**config.mk**
```make
export PLATFORM = sky130hd
export DESIGN_NAME = alu_operand_fetch_flat
export DESIGN_NICKNAME = d
export VERILOG_FILES = /design/src/rtl/alu_operand_fetch_if.sv /design/src/rtl/alu_operand_fetch.sv /design/src/flat_wrapper.sv
export SDC_FILE = /design/constraint.sdc
export NUM_CORES = 2
export LEC_CHECK = 0
export CAP_MARGIN = 10
export CORE_UTILIZATION = 39
export DETAILED_ROUTE_END_ITERATION = 16
export SYNTH_ARGS = -nofsm -noshare
export SYNTH_HDL_FRONTEND = slang
export SYNTH_SLANG_ARGS = --single-unit
```
**constraint.sdc**
```tcl
create_clock -name clk -period 2 [get_ports clk]
set_input_delay 0.5 -clock clk [delete_from_list [all_inputs] [get_ports clk]]
set_output_delay 0.5 -clock clk [all_outputs]
set_load 0.02 [all_outputs]
```
**src/rtl/alu_operand_fetch_if.sv**
```systemverilog
// Handshake and writeback bundle between decode, the operand-fetch stage and alu_add.
interface alu_operand_fetch_if #(
  parameter int unsigned XLEN = 32,
  parameter int unsigned AW   = 5
);
  logic            in_valid;
  logic            in_ready;
  logic [AW-1:0]   rs1_addr;
  logic [AW-1:0]   rs2_addr;
  logic [AW-1:0]   rd_addr_in;
  logic            wb_en;
  logic [AW-1:0]   wb_addr;
  logic [XLEN-1:0] wb_data;
  logic            out_valid;
  logic            out_ready;
  logic [XLEN-1:0] rs1;
  logic [XLEN-1:0] rs2;
  logic [AW-1:0]   rd_addr_out;

  modport master (
    output in_valid, rs1_addr, rs2_addr, rd_addr_in, wb_en, wb_addr, wb_data, out_ready,
    input  in_ready, out_valid, rs1, rs2, rd_addr_out
  );

  modport slave (
    input  in_valid, rs1_addr, rs2_addr, rd_addr_in, wb_en, wb_addr, wb_data, out_ready,
    output in_ready, out_valid, rs1, rs2, rd_addr_out
  );
endinterface

```
**src/rtl/alu_operand_fetch.sv**
```systemverilog
// Operand-fetch stage: register file, same-cycle writeback bypass and a one-entry
// valid/ready output register feeding alu_add.
module alu_operand_fetch #(
  parameter int unsigned XLEN = 32,
  parameter int unsigned NREG = 32,
  parameter int unsigned AW   = 5
) (
  input  logic               clk,
  input  logic               rst_n,
  alu_operand_fetch_if.slave bus
);

  logic [XLEN-1:0] regs_q [NREG];

  logic            out_valid_q, out_valid_d;
  logic [XLEN-1:0] rs1_q, rs1_d;
  logic [XLEN-1:0] rs2_q, rs2_d;
  logic [AW-1:0]   rd_q, rd_d;
  logic [AW-1:0]   idx1_q, idx1_d;
  logic [AW-1:0]   idx2_q, idx2_d;

  logic in_ready_c;
  logic accept_c;
  logic transfer_c;
  logic wb_hit_c;

  // Only in-range, non-zero writebacks are architecturally visible.
  assign wb_hit_c   = bus.wb_en && (bus.wb_addr != '0) && (32'(bus.wb_addr) < NREG);
  assign in_ready_c = !out_valid_q || bus.out_ready;
  assign accept_c   = bus.in_valid && in_ready_c;
  assign transfer_c = out_valid_q && bus.out_ready;

  function automatic logic [XLEN-1:0] read_op(input logic [AW-1:0] addr);
    if ((addr == '0) || (32'(addr) >= NREG)) begin
      return '0;
    end else if (wb_hit_c && (bus.wb_addr == addr)) begin
      return bus.wb_data;
    end else begin
      return regs_q[addr];
    end
  endfunction

  // Register file; entry 0 is never written so it stays zero.
  always_ff @(posedge clk or negedge rst_n) begin
    if (!rst_n) begin
      for (int i = 0; i < int'(NREG); i++) regs_q[i] <= '0;
    end else if (wb_hit_c) begin
      regs_q[bus.wb_addr] <= bus.wb_data;
    end
  end

  // Output register next state: load on accept, drop on transfer, else hold with
  // stall coherence so a held operand tracks writebacks to its source.
  always_comb begin
    out_valid_d = out_valid_q;
    rs1_d       = rs1_q;
    rs2_d       = rs2_q;
    rd_d        = rd_q;
    idx1_d      = idx1_q;
    idx2_d      = idx2_q;
    if (accept_c) begin
      out_valid_d = 1'b1;
      rs1_d       = read_op(bus.rs1_addr);
      rs2_d       = read_op(bus.rs2_addr);
      rd_d        = bus.rd_addr_in;
      idx1_d      = bus.rs1_addr;
      idx2_d      = bus.rs2_addr;
    end else if (transfer_c) begin
      out_valid_d = 1'b0;
    end else if (out_valid_q && wb_hit_c) begin
      if (bus.wb_addr == idx1_q) rs1_d = bus.wb_data;
      if (bus.wb_addr == idx2_q) rs2_d = bus.wb_data;
    end
  end

  always_ff @(posedge clk or negedge rst_n) begin
    if (!rst_n) begin
      out_valid_q <= 1'b0;
      rs1_q       <= '0;
      rs2_q       <= '0;
      rd_q        <= '0;
      idx1_q      <= '0;
      idx2_q      <= '0;
    end else begin
      out_valid_q <= out_valid_d;
      rs1_q       <= rs1_d;
      rs2_q       <= rs2_d;
      rd_q        <= rd_d;
      idx1_q      <= idx1_d;
      idx2_q      <= idx2_d;
    end
  end

  assign bus.in_ready    = in_ready_c;
  assign bus.out_valid   = out_valid_q;
  assign bus.rs1         = rs1_q;
  assign bus.rs2         = rs2_q;
  assign bus.rd_addr_out = rd_q;

endmodule
```
**src/flat_wrapper.sv**
```systemverilog
// flat-port wrapper written by rule: the top's interface ports become plain ports
module alu_operand_fetch_flat 
#(
  parameter int unsigned XLEN = 32,
  parameter int unsigned NREG = 32,
  parameter int unsigned AW   = 5
)
  (clk, rst_n, bus_in_valid, bus_rs1_addr, bus_rs2_addr, bus_rd_addr_in, bus_wb_en, bus_wb_addr, bus_wb_data, bus_out_ready, bus_in_ready, bus_out_valid, bus_rs1, bus_rs2, bus_rd_addr_out);
  alu_operand_fetch_if #(.XLEN(XLEN), .AW(AW)) bus_i ();
  input  logic clk;
  input  logic rst_n;
  input wire logic [$bits(bus_i.in_valid)-1:0] bus_in_valid;
  input wire logic [$bits(bus_i.rs1_addr)-1:0] bus_rs1_addr;
  input wire logic [$bits(bus_i.rs2_addr)-1:0] bus_rs2_addr;
  input wire logic [$bits(bus_i.rd_addr_in)-1:0] bus_rd_addr_in;
  input wire logic [$bits(bus_i.wb_en)-1:0] bus_wb_en;
  input wire logic [$bits(bus_i.wb_addr)-1:0] bus_wb_addr;
  input wire logic [$bits(bus_i.wb_data)-1:0] bus_wb_data;
  input wire logic [$bits(bus_i.out_ready)-1:0] bus_out_ready;
  output wire logic [$bits(bus_i.in_ready)-1:0] bus_in_ready;
  output wire logic [$bits(bus_i.out_valid)-1:0] bus_out_valid;
  output wire logic [$bits(bus_i.rs1)-1:0] bus_rs1;
  output wire logic [$bits(bus_i.rs2)-1:0] bus_rs2;
  output wire logic [$bits(bus_i.rd_addr_out)-1:0] bus_rd_addr_out;
  assign bus_i.in_valid = bus_in_valid;
  assign bus_i.rs1_addr = bus_rs1_addr;
  assign bus_i.rs2_addr = bus_rs2_addr;
  assign bus_i.rd_addr_in = bus_rd_addr_in;
  assign bus_i.wb_en = bus_wb_en;
  assign bus_i.wb_addr = bus_wb_addr;
  assign bus_i.wb_data = bus_wb_data;
  assign bus_i.out_ready = bus_out_ready;
  assign bus_in_ready = bus_i.in_ready;
  assign bus_out_valid = bus_i.out_valid;
  assign bus_rs1 = bus_i.rs1;
  assign bus_rs2 = bus_i.rs2;
  assign bus_rd_addr_out = bus_i.rd_addr_out;
  alu_operand_fetch #(.XLEN(XLEN), .NREG(NREG), .AW(AW)) u_core (.clk(clk), .rst_n(rst_n), .bus(bus_i));
endmodule
```
==> flow_metrics.tcl <==
set metrics [dict create \
    synthCells 3660 \
    cts_tree "built" \
    via_per_inst 6.18 \
    clock_skew_ns 0.0468 \
    clk_path_buf_depth 3 \
    place_area_um2 65700 \
    grt.overflow.total 0 \
    grt_max_degree 100 \
    cts.sinks 1104 \
    syn_nets 3717 \
    path_max_fanout 2 \
    numCtsBuffers 117 \
    yosysTopAreaCellShare_pct 48.3 \
    synth_common_cells "1104 x dfrtp_1, 974 x mux2_2, 537 x mux4_2" \
    period_share_pct 106 \
    end_kind "output pin" \
    dieArea_um2 148000 \
    drt-wirelength-per-cell_um 31.3 \
    synth-main-ff-cell "dfrtp_1" \
    finalMaxSlewViolations 0 \
    die_w_um 385 \
    critPathKind "reg2out" \
    final_cell_area_um2 70200 \
    core_area_um2 146000 \
    avgSynthCellArea_um2 15.6 \
    fp.dieH_um 385 \
    yosysMostFrequentCell "dfrtp_1" \
    worstPathArrival_ns 1.63 \
    use_met3_pct 4.22 \
    initial_core_util_pct 39.3 \
    powerDensity_nw_per_um2 980 \
    io_pins 128 \
    drt_iter0_markers 3755 \
    met1_usage_pct 37.9 \
    synth_seq_area_share_pct 48.3 \
    required_ns 1.50 \
    hold_class "in2reg" \
    ys_warn_count 0 \
    async_flop_share_pct 100 \
    max_freq_ghz 0.470 \
    synth_edf_count 0 \
    rows 140 \
    yosys.area.top_type "dfrtp_1" \
    p_leak_nw 30.4 \
    hpwl_mm 125 \
    vias 37800 \
    setup_viol 29 \
    track_usage_pct 26.0 \
    status "finished with violations" \
    worstMarginPinSlew_ns 0.601 \
    ff2ff_setup_slack_ns -0.11 \
    first_pass_iters 11 \
    antenna_found_initial 11 \
    grt_use_met2_pct 39.9 \
    clk_latency_ns 0.77 \
    violations "design-rule violations, negative setup slack" \
    postRouteAntennaNets 0 \
    grt_pass1_vias 38600 \
    endpoint "bus_in_ready" \
    io_buffers 127 \
    drive_gt1_share_pct 60.0 \
    drc 2 \
    area_delta_synth_final_pct 22.7 \
    cts-root-buf "clkbuf_16" \
    ys_types 51 \
    busiest_layer "met2" \
    layout_min_cycle_time_ns 2.13 \
    setup_ws_ns -0.127 \
    max_cap_violations 0 \
    nNetsFinal 4148 \
    reg2reg_to "u_core.bus.rs1[17]" \
    ff2ff_path_depth 6 \
    synth-seq-cells 1104 \
    finalSetupTns_ns -1.76 \
    syn-cell-area_um2 57200 \
    cts-htree-levels 3 \
    min_path_cells 3 \
    clk_pin_slew_worst_paths_ns 0.06 \
    synth_area_leaders "dfrtp_1 48%, mux4_2 21%, mux2_2 19%, clkbuf_1 1.5%, buf_2 1.2%" \
    r2r-start "u_core.idx1_q[3]" \
    worstSetupStartpointType "flip-flop" \
    final_hold_viol_count 0 \
    peakVddDrop_v 0.000809 \
    grt_first_pass_wirelength_mm 280 \
    slew_headroom_pct 59.9 \
    gp_congestion 0.879 \
    startpoint "u_core.bus.out_valid" \
    wl_mm 191 \
    grt_setup_unrepaired "true" \
]
## layout by cell type, fill, tap and decap left out, types with 12 or more instances in the layout
master,n
dfrtp_1,1079
mux2_2,974
mux4_2,537
buf_4,440
buf_12,160
clkbuf_16,120
o22ai_1,95
a211oi_1,61
nor2b_1,60
mux2i_1,58
clkdlybuf4s50_1,45
buf_2,41
a221o_1,39
clkinv_2,32
a211o_1,31
mux2_1,31
nor4_1,26
a2111o_1,25
dfrtp_2,25
clkdlybuf4s15_2,22
bufinv_16,20
nand2_1,17
xnor2_1,16
and2_4,16
clkbuf_8,16
and2_1,15
clkbuf_1,14
buf_6,14
nor4_2,13
nor2_4,12
## report_power, final
part           switching, mW  leakage, nW  internal (mW)
Sequential              3.37         14.1           26.6
Clock                   9.74         2.07           14.1
Combinational           5.68         14.3           9.26
Total                   18.8         30.4           50.0
## registers in the layout (all words and copies together), names as in the netlist
| register | flops |
|---|---|
| u_core.bus.out_valid | 1 |
| u_core.bus.rd_addr_out | 5 |
| u_core.bus.rs1 | 32 |
| u_core.bus.rs2 | 32 |
| u_core.idx1_q | 5 |
| u_core.idx2_q | 5 |
| u_core.regs_q | 1024 |
## cells by family after synthesis
| group | share of synthesized area (%) |
|---|---|
| flip-flops | 48.3 |
| AND/OR/NAND/NOR | 2.24 |
| XOR/XNOR | 0.306 |
| multiplexers | 42.0 |
| buffers and inverters | 3.28 |
| AO/OA/AOI/OAI | 3.91 |
## critical path: stages (launching register included)
cell,delay (ns)
dfrtp_1,0.34
nor2b_4,0.17
buf_6,0.11
inv_2,0.03
buf_6,0.10
buf_6,0.12
## layer usage
metal  up-vias  share of wire [%]
met5         -              0.040
li1      15200                  -
met4        12                2.9
met1     20600                 44
met2      1555                 46
met3       338                7.2
## how the worst min path moves through the flow
stage,startpoint,to
after floorplan,rst_n,u_core.bus.out_valid
after CTS,bus_in_valid,u_core.bus.out_valid
after global routing,bus_rd_addr_in[1],u_core.bus.rd_addr_out[1]
after detailed placement,u_core.regs_q[995],u_core.regs_q[995]
after global placement,u_core.regs_q[999],u_core.regs_q[999]
final,bus_in_valid,u_core.bus.out_valid
## stage by stage
| step | power (mW) | setup slack [ns] | utilization, % | hold slack [ns] | instances |
|---|---|---|---|---|---|
| finish | 68.8 | -0.127 | 48.2 | 0.349 | 6105 |
| CTS | 69.0 | -0.192 | 48.0 | 0.287 | 6098 |
| global placement | 44.8 | -0.866 | 45.2 | 0.380 | 5874 |
| global route | 71.5 | -0.183 | 48.2 | 0.367 | 6103 |
| floorplan | 38.9 | -0.398 | - | 0.204 | 3660 |
| detailed placement | 45.2 | -0.873 | 45.2 | 0.385 | 5874 |
## layout make-up
class | instances | area [um^2]
diodes | 2 | 5.00
clock buffers | 149 | 3250
clock inverters | 65 | 928
fillers | 12400 | 75400
inverters | 4 | 16.3
multi-input cells | 2123 | 28100
flip-flops and latches | 1104 | 27700
well taps | 1917 | 2400
repair buffers | 741 | 7810
## repair_timing
action                                  CTS  global route
buffers inserted                          9             4
resized for setup                       289            58
pin swaps                                 2            13
hold buffers                              1             0
hold endpoints to repair                204             0
endpoints found under the setup margin  135           137
gates cloned                              0             1
(Power assumes the default switching activity.)
